**src/rtl/dbg_ctrl.sv**
```systemverilog
// Debug halt controller for an in-order pipeline.
// Traps on EBREAK or an external halt request, drains the pipeline for a
// fixed number of cycles, then holds in HALT until the debugger resumes or
// single-steps. It also counts retired instructions in every state.
//
// Ports:
//   clk, rst_n     - clock, asynchronous active-low reset
//   ebreak_d       - EBREAK in decode
//   halt_req       - external halt request (level)
//   resume_req     - leave HALT and run freely (level)
//   step_req       - execute one instruction from HALT (level)
//   retire_w       - valid instruction retiring in writeback
//   stall_fetch    - freeze fetch PC and IF/ID (combinational in the trap cycle)
//   halted         - registered decode of HALT
//   cause          - halt cause: 00 none, 01 ebreak, 10 halt_req, 11 step
//   retire_cnt     - retired instruction count, wraps
module dbg_ctrl #(
    parameter int unsigned DRAIN_CYCLES = 3,
    parameter int unsigned CNT_W        = 32
) (
    input  logic             clk,
    input  logic             rst_n,
    input  logic             ebreak_d,
    input  logic             halt_req,
    input  logic             resume_req,
    input  logic             step_req,
    input  logic             retire_w,
    output logic             stall_fetch,
    output logic             halted,
    output logic [1:0]       cause,
    output logic [CNT_W-1:0] retire_cnt
);

    localparam int unsigned DW = 4;

    localparam logic [1:0] CAUSE_NONE   = 2'b00;
    localparam logic [1:0] CAUSE_EBREAK = 2'b01;
    localparam logic [1:0] CAUSE_HALT   = 2'b10;
    localparam logic [1:0] CAUSE_STEP   = 2'b11;

    typedef enum logic [1:0] {
        RUN   = 2'd0,
        DRAIN = 2'd1,
        HALT  = 2'd2,
        STEP  = 2'd3
    } state_t;

    state_t        state;
    state_t        state_nxt;
    logic [1:0]    cause_nxt;
    logic [DW-1:0] dcnt;
    logic          mask;
    logic          trap_c;
    logic          stall_c;

    // EBREAK is ignored for the first cycle after leaving HALT so the
    // instruction we resumed or stepped onto does not trap again.
    assign trap_c = ebreak_d && !mask;

    // Next-state and cause decode; stall is raised in the triggering RUN cycle.
    always_comb begin
        state_nxt = state;
        cause_nxt = cause;
        stall_c   = 1'b0;
        case (state)
            RUN: begin
                if (trap_c) begin
                    state_nxt = DRAIN;
                    cause_nxt = CAUSE_EBREAK;
                    stall_c   = 1'b1;
                end else if (halt_req) begin
                    state_nxt = DRAIN;
                    cause_nxt = CAUSE_HALT;
                    stall_c   = 1'b1;
                end
            end
            DRAIN: begin
                stall_c = 1'b1;
                if (dcnt == '0) begin
                    state_nxt = HALT;
                end
            end
            HALT: begin
                stall_c = 1'b1;
                if (resume_req) begin
                    state_nxt = RUN;
                    cause_nxt = CAUSE_NONE;
                end else if (step_req) begin
                    state_nxt = STEP;
                end
            end
            STEP: begin
                state_nxt = DRAIN;
                cause_nxt = trap_c ? CAUSE_EBREAK : CAUSE_STEP;
            end
            default: begin
                state_nxt = RUN;
            end
        endcase
    end

    assign stall_fetch = stall_c;

    // State, drain counter, mask, registered outputs and retire counter.
    always_ff @(posedge clk or negedge rst_n) begin
        if (!rst_n) begin
            state      <= RUN;
            dcnt       <= '0;
            mask       <= 1'b0;
            halted     <= 1'b0;
            cause      <= CAUSE_NONE;
            retire_cnt <= '0;
        end else begin
            state  <= state_nxt;
            cause  <= cause_nxt;
            halted <= (state_nxt == HALT);
            mask   <= (state == HALT) && (state_nxt != HALT);

            if ((state_nxt == DRAIN) && (state != DRAIN)) begin
                dcnt <= DW'(DRAIN_CYCLES - 1);
            end else if ((state == DRAIN) && (dcnt != '0)) begin
                dcnt <= dcnt - DW'(1);
            end

            if (retire_w) begin
                retire_cnt <= retire_cnt + CNT_W'(1);
            end
        end
    end

endmodule

```
**config.mk**
```make
export PLATFORM = sky130hd
export DESIGN_NAME = dbg_ctrl
export DESIGN_NICKNAME = d
export VERILOG_FILES = /design/src/rtl/dbg_ctrl.sv
export SDC_FILE = /design/constraint.sdc
export NUM_CORES = 1
export LEC_CHECK = 0
export CAP_MARGIN = 30
export CORE_MARGIN = 8
export CORE_UTILIZATION = 24
export DETAILED_ROUTE_END_ITERATION = 7
export PLACE_DENSITY = 0.41
export SLEW_MARGIN = 0
export SYNTH_ARGS = -nofsm -noshare
export SYNTH_HDL_FRONTEND = slang
export SYNTH_SLANG_ARGS = --single-unit
```
**constraint.sdc**
```tcl
create_clock -name clk -period 2.4 [get_ports clk]
set_input_delay 0.36 -clock clk [delete_from_list [all_inputs] [get_ports clk]]
set_output_delay 0.36 -clock clk [all_outputs]
set_load 0.03 [all_outputs]
```
==> metrics.txt, run 1 <==
number of nets in the synthesized netlist roughly 190; drt drc 0; sequential cell fraction of total power between 30 and 40%; total global-route track usage 8.20%; post-CTS setup repair buffer count 0; number of failing setup endpoints in the final timing report 0; Final period util between 80% and 90%; worst reg2reg setup slack 0.28 ns; commonest non-fill, non-tap cells in the layout dfrtp_1 (42), clkdlybuf4s50_1 (40), xnor2_1 (29), nand2_1 (17); Post-DP Area 2600 um^2; class of the tightest hold or removal check in -> async; Worst Clk Skew roughly 0.0086 ns; Critical path destination dcnt[1]; area of the die 11600 um^2; non-filler instance count after layout 335; cell count after placement between 300 and 400; post-CTS sizing 0; detailed-router iteration count before antenna repair 4; sequential share of the synthesized area 51.9%; Static Leak 1.17 nW; count of pins on the block boundary 43; share of power burned in combinational logic 39.0%; input/output buffers 42; actual slew at the worst max-slew pin ~0.55 ns; arrival time worst endpoint between 2 and 2.5 ns; type of origin of the critical path flop; worst setup path category reg -> reg; cell internal pwr 0.00159 W; headroom to the max-slew limit 63.4%; Final HPWL DP 3280 um; area overhead of the layout relative to synthesis 33.9%; overall routed net length 4470 um; worst IR drop on VDD 614 uV; global-route wire length before repair 7700 um; relative contribution of the clock network to total power 22.1%; smallest setup slack after layout between 0.2 and 0.3 ns; fin. max-slew vios 0; placement row count 33; clock-pin slew of the registers on the worst-case setup and hold paths 0.09 ns; time the worst path needs with I/O delays and setup ~2.1 ns; CTS root buf clkbuf_8; unrepaired setup endpoints after global routing false; final instance area 2710 um^2; number of antenna violations at the first check in global routing 0; number of H-tree levels 2; overall die height around 110 um; Switching Fraction 36.4%; Max FO, Critical Path 4; Worst Setup End Kind flop; vias after detailed routing 1446; Initial Utilization 24.6%; antenna diode instance count 0; number of instances in the synthesized netlist 176; flip-flop and latch count after synthesis 42; Filler cells 855; worst-skew pair later-pin latency about 0.3 ns; buffers from clock root to sink, at most 2; Hold Vio Cnt, Final 0; switching power of the nets 0.000910 W; result of the run completed; average wire length per cell after detail routing 13.4 um; placeable core region just over 8000 um^2; hold buffer count at CTS 0; post-synthesis average cell area 11.5 um^2; Num CTS Buffers 5; distinct cell type count after synthesis 32; final global-route overflow total 0; r2r startpoint dcnt[0]; TritonCTS sink count between 40 and 50; TritonCTS clock tree yes; Crit. Startpoint dcnt[0]; number of global-route vias before repair 1526; most common library cell in the layout ignoring fill and taps dfrtp_1; maximum capacitance violations 0; final net count 245; maximum clock frequency around 470 MHz; reg-to-reg endpoint dcnt[1]; routed via count divided by cell count between 4 and 5; count of routing violations after the opening detailed-route iteration 47; CP Data Required Time 2.58 ns; post-placement worst setup slack roughly 0.23 ns; die width 108 um; netlist area before placement 2020 um^2; largest net degree at the start of global routing 43; number of warnings reported in the yosys synthesis log 0; count of nets left with antenna violations after detail routing 0; Worst Reg2Reg Path Length in Cells 7; final design utilization 33.0%; proportion of layout cells with a drive suffix above 1 10.9%; setup TNS 0 ns; routability congestion estimate from global placement 0.718; Power Dens Cells about 900 nW/um^2
-- cell usage after synthesis --
master	count	area, um^2
and3b_1	1	8.76
mux2i_1	1	10.0
nor3_2	3	30.0
a21oi_1	3	15.0
nor2_1	7	26.3
nor4_1	3	18.8
a211o_1	1	8.76
dfrtp_1	42	1050
mux2_2	2	22.5
o21ai_0	1	5.00
nor3_1	1	5.00
and4_1	4	35.0
nand2_1	17	63.8
xor2_1	4	35.0
o221ai_1	1	8.76
xnor2_1	29	254
and2b_2	1	8.76
ha_1	9	113
inv_1	8	30.0
and3_1	7	43.8
a2111oi_4	1	27.5
o21ai_1	1	5.00
nand3_1	7	35.0
nor3b_2	1	12.5
nand4_1	9	56.3
and2_1	3	18.8
nand4b_1	2	17.5
or3b_4	1	11.3
nor2b_1	3	18.8
buf_2	1	5.00
a211oi_1	1	7.51
o311ai_2	1	16.3
-- per-stage QoR --
stage / power [W] / hold WS (ns)
after CTS: 0.00255 / 0.151
after detailed placement: 0.00198 / 0.469
after global placement: 0.00199 / 0.462
after floorplan: 0.00163 / 0.0644
final: 0.00250 / 0.119
after global routing: 0.00269 / 0.167
-- sequential cells by signal, summed over array words and instances, names as in the netlist --
| name | flops |
|---|---|
| cause | 2 |
| dcnt | 4 |
| halted | 1 |
| mask | 1 |
| retire_cnt | 32 |
| state | 2 |
-- power by group through the flow --
| stage | Sequential [W] | Combinational, W | Clock (W) |
|---|---|---|---|
| finish | 0.000971 | 0.000974 | 0.000553 |
| global route | 0.000996 | 0.00107 | 0.000617 |
| CTS | 0.000974 | 0.000997 | 0.000582 |
| detailed placement | 0.000982 | 0.000998 | 0 |
| global placement | 0.000990 | 0.00100 | 0 |
| floorplan | 0.00113 | 0.000500 | 0 |
-- final cells by class --
type                    instances  area [um^2]  share of cell area [%]
flip-flops and latches         42         1050                    38.8
multi-input cells             125          938                    34.6
repair buffers                 47          450                    16.6
well taps                     105          131                    4.85
clock buffers                   5         68.8                    2.54
clock inverters                 3         40.0                    1.48
inverters                       8         30.0                    1.11
-- worst max-delay path, cell delays in order (launching register included) --
cell       delay (ns)
dfrtp_1          0.38
inv_1            0.09
ha_1             0.20
or3b_4           0.41
a2111oi_4        0.36
nor3_2           0.09
nor3b_2          0.20
a211o_1          0.28
-- cell families (layout without fill, tap and decap cells) --
logic type	Yosys count	in the layout	share of synthesized area [%]
AND/OR/NAND/NOR	70	70	20.3
adder cells (fa/ha/maj)	9	9	5.56
buffers and inverters	9	63	1.73
XOR/XNOR	33	33	14.3
multiplexers	3	3	1.61
flip-flops	42	42	51.9
AO/OA/AOI/OAI	10	10	4.64
-- worst min-delay path by stage --
stage	startpoint	end	cells past startpoint
3_3_place_gp	retire_cnt[31]	retire_cnt[31]	1
4_1_cts	rst_n	retire_cnt[20]	2
5_1_grt	rst_n	retire_cnt[22]	2
3_5_place_dp	retire_cnt[31]	retire_cnt[31]	1
6_report	rst_n	retire_cnt[20]	2
2_1_floorplan	rst_n	cause[0]	0
-- layer usage --
| metal | up-vias | global-route usage, % | part of all wire [%] |
|---|---|---|---|
| met4 | 0 | 2.97 | 1.7 |
| met3 | 6 | 2.75 | 5.2 |
| met5 | - | 0 | 0 |
| met2 | 27 | 12.7 | 48 |
| li1 | 711 | - | - |
| met1 | 702 | 10.4 | 45 |
Power figures use the tool's default switching activity.
==> run 2: changes to the inputs <==
CORE_UTILIZATION = 50   (was 24)
PLACE_DENSITY = 0.76   (was 0.41)
clock period = 2.3 ns   (was 2.4 ns; I/O delays follow)
==> run 2 against run 1 <==
  * Count of clock-buffer cells in the layout increased by 2
  * Cell count decreased by 16%
  * Clock skew increased by 0.0047 ns
  * Critical endpoint unchanged
  * Largest cell class unchanged
  * Highest routed layer unchanged
==> metrics.txt, run 2 (synthesized netlist as in run 1, its figures left out) <==
GRT met3 Usage 6.19% (was 2.75%); time the worst path needs with I/O delays and setup 2.14 ns (was 2.12 ns); proportion of layout cells with a drive suffix above 1 10.9% (unchanged); global-route wire length before repair 7290 um (was 7700 um); worst IR drop on VDD 766 uV (was 614 uV); overall die height 79.6 um (was 108 um); class of the tightest hold or removal check in -> async (unchanged); buffers from clock root to sink, at most 2 (unchanged); area of the die 6340 um^2 (was 11600 um^2); fin. max-slew vios 0 (unchanged); Regs by FF count retire_cnt x32, dcnt x4 (unchanged); Final period util 93.1% (was 88.2%); largest net degree at the start of global routing 43 (unchanged); final net count 245 (unchanged); placeable core region 3940 um^2 (was 8220 um^2); CTS root buf clkbuf_8 (unchanged); Worst Clk Skew 0.0133 ns (was 0.00859 ns); reg-to-reg endpoint dcnt[1] (unchanged); grt met2 use 24.1% (was 12.7%); maximum clock frequency 467 MHz (was 472 MHz); count of nets left with antenna violations after detail routing 0 (unchanged); worst-skew pair later-pin latency 0.30 ns (about the same); TritonCTS sink count 42 (unchanged); routability congestion estimate from global placement 0.791 (was 0.718); Top Usage Layer GRT met2 (unchanged); Crit. Startpoint state[1] (was dcnt[0]); headroom to the max-slew limit 39.9% (was 63.4%); Worst Reg2Reg Path Length in Cells 7 (unchanged); worst setup path category reg -> reg (unchanged); Static Leak 1.16 nW (was 1.17 nW); Initial Utilization 51.3% (was 24.6%); clock-pin slew of the registers on the worst-case setup and hold paths 0.09 ns (about the same); actual slew at the worst max-slew pin 0.902 ns (was 0.549 ns); Max FO, Critical Path 6 (was 4); number of antenna violations at the first check in global routing 0 (unchanged); die width 79.6 um (was 108 um); type of origin of the critical path flop (unchanged); final global-route overflow total 0 (unchanged); result of the run completed (unchanged); area overhead of the layout relative to synthesis 30.1% (was 33.9%); number of H-tree levels 2 (unchanged); overall routed net length 4400 um (was 4470 um); max FFs per register 32 (unchanged); input/output buffers 42 (unchanged); detailed-router iteration count before antenna repair 4 (unchanged); setup TNS 0 ns (unchanged); commonest non-fill, non-tap cells in the layout dfrtp_1 (42), clkdlybuf4s50_1 (40), xnor2_1 (29), nand2_1 (17) (unchanged); Power Dens Cells 976 nW/um^2 (was 922 nW/um^2); Worst Setup End Kind flop (unchanged); Final HPWL DP 3310 um (was 3280 um); Num CTS Buffers 5 (unchanged); r2r startpoint state[1] (was dcnt[0]); Filler cells 290 (was 855); number of global-route vias before repair 1569 (was 1526); arrival time worst endpoint 2.33 ns (was 2.30 ns); total global-route track usage 14.4% (was 8.20%); count of pins on the block boundary 43 (unchanged); maximum capacitance violations 0 (unchanged); number of failing setup endpoints in the final timing report 0 (unchanged); Post-DP Area 2530 um^2 (was 2600 um^2); vias after detailed routing 1503 (was 1446); average wire length per cell after detail routing 15.7 um (was 13.4 um); antenna diode instance count 0 (unchanged); most common library cell in the layout ignoring fill and taps dfrtp_1 (unchanged); worst reg2reg setup slack 0.16 ns (was 0.28 ns); Critical path destination dcnt[1] (unchanged); hold buffer count at CTS 0 (unchanged); Hold Vio Cnt, Final 0 (unchanged); routed via count divided by cell count 5.37 (was 4.32); count of routing violations after the opening detailed-route iteration 83 (was 47); TritonCTS clock tree yes (unchanged); met1 layer usage reported by global route 15.7% (was 10.4%); CP Data Required Time 2.49 ns (was 2.58 ns); unrepaired setup endpoints after global routing false (unchanged); final instance area 2630 um^2 (was 2710 um^2); register containing the most flip-flops in the final layout retire_cnt (unchanged); drt drc 0 (unchanged); placement row count 23 (was 33)
run 2: changes by cell type in the layout (fill, tap and decap cells not counted), sizes merged:
cell and delta:
clkbuf +2, clkinv -2, bufinv -1, inv +1
run 2: power breakdown:
| group | leakage [nW] | internal (W) | total, W | switching, W |
|---|---|---|---|---|
| combinational | 0.553 | 0.000462 | 0.00105 | 0.000590 |
| sequential | 0.557 | 0.000877 | 0.00101 | 0.000136 |
| clock | 0.0489 | 0.000248 | 0.000506 | 0.000258 |
run 2: cell type report:
cell class	count	area, um^2	share of cell area, %
Timing Repair Buffer	47	450	17.1
Clock inverter	1	8.76	0.333
Sequential cell	42	1050	39.9
Clock buffer	7	86.3	3.28
Inverter	8	30.0	1.14
Tap cell	50	62.6	2.38
Multi-Input combinational cell	125	945	35.9
run 2: metrics by stage:
stage               utilization (%)  cells  worst slack (ns)  hold WS, ns  power (W)
floorplan                         -    176             0.286       0.0494    0.00170
detailed placement             64.2    272             0.136        0.473    0.00207
global route                   66.8    280            0.0612        0.257    0.00271
finish                         66.8    280             0.159        0.180    0.00257
CTS                            66.6    280             0.132        0.207    0.00258
global placement               64.2    272             0.245        0.465    0.00202
run 2: worst min-delay path by stage:
stage | endpoint | start
after floorplan | cause[0] | rst_n
after global placement | retire_cnt[31] | retire_cnt[31]
after detailed placement | retire_cnt[31] | retire_cnt[31]
after CTS | dcnt[2] | rst_n
after global routing | retire_cnt[25] | rst_n
final | dcnt[3] | rst_n
run 2: timing repair:
item                                   in CTS  in global routing
setup buffers                               0                  0
endpoints found under the hold margin       0                  0
setup endpoints to repair                   0                  1
resized for setup                           0                  1
run 2: critical path, stage by stage (launching register included):
cell and delay, ns:
dfrtp_1 0.45, inv_1 0.19, ha_1 0.33, inv_1 0.13
nor4_2 0.37, nor3_2 0.10, nor3b_2 0.19, a211o_1 0.28
run 2: routing by layer:
layer | vias up | share of wire [%]
li1 | 717 | -
met5 | - | 0
met1 | 742 | 42
met4 | 0 | 1.6
met2 | 36 | 49
met3 | 8 | 7.4
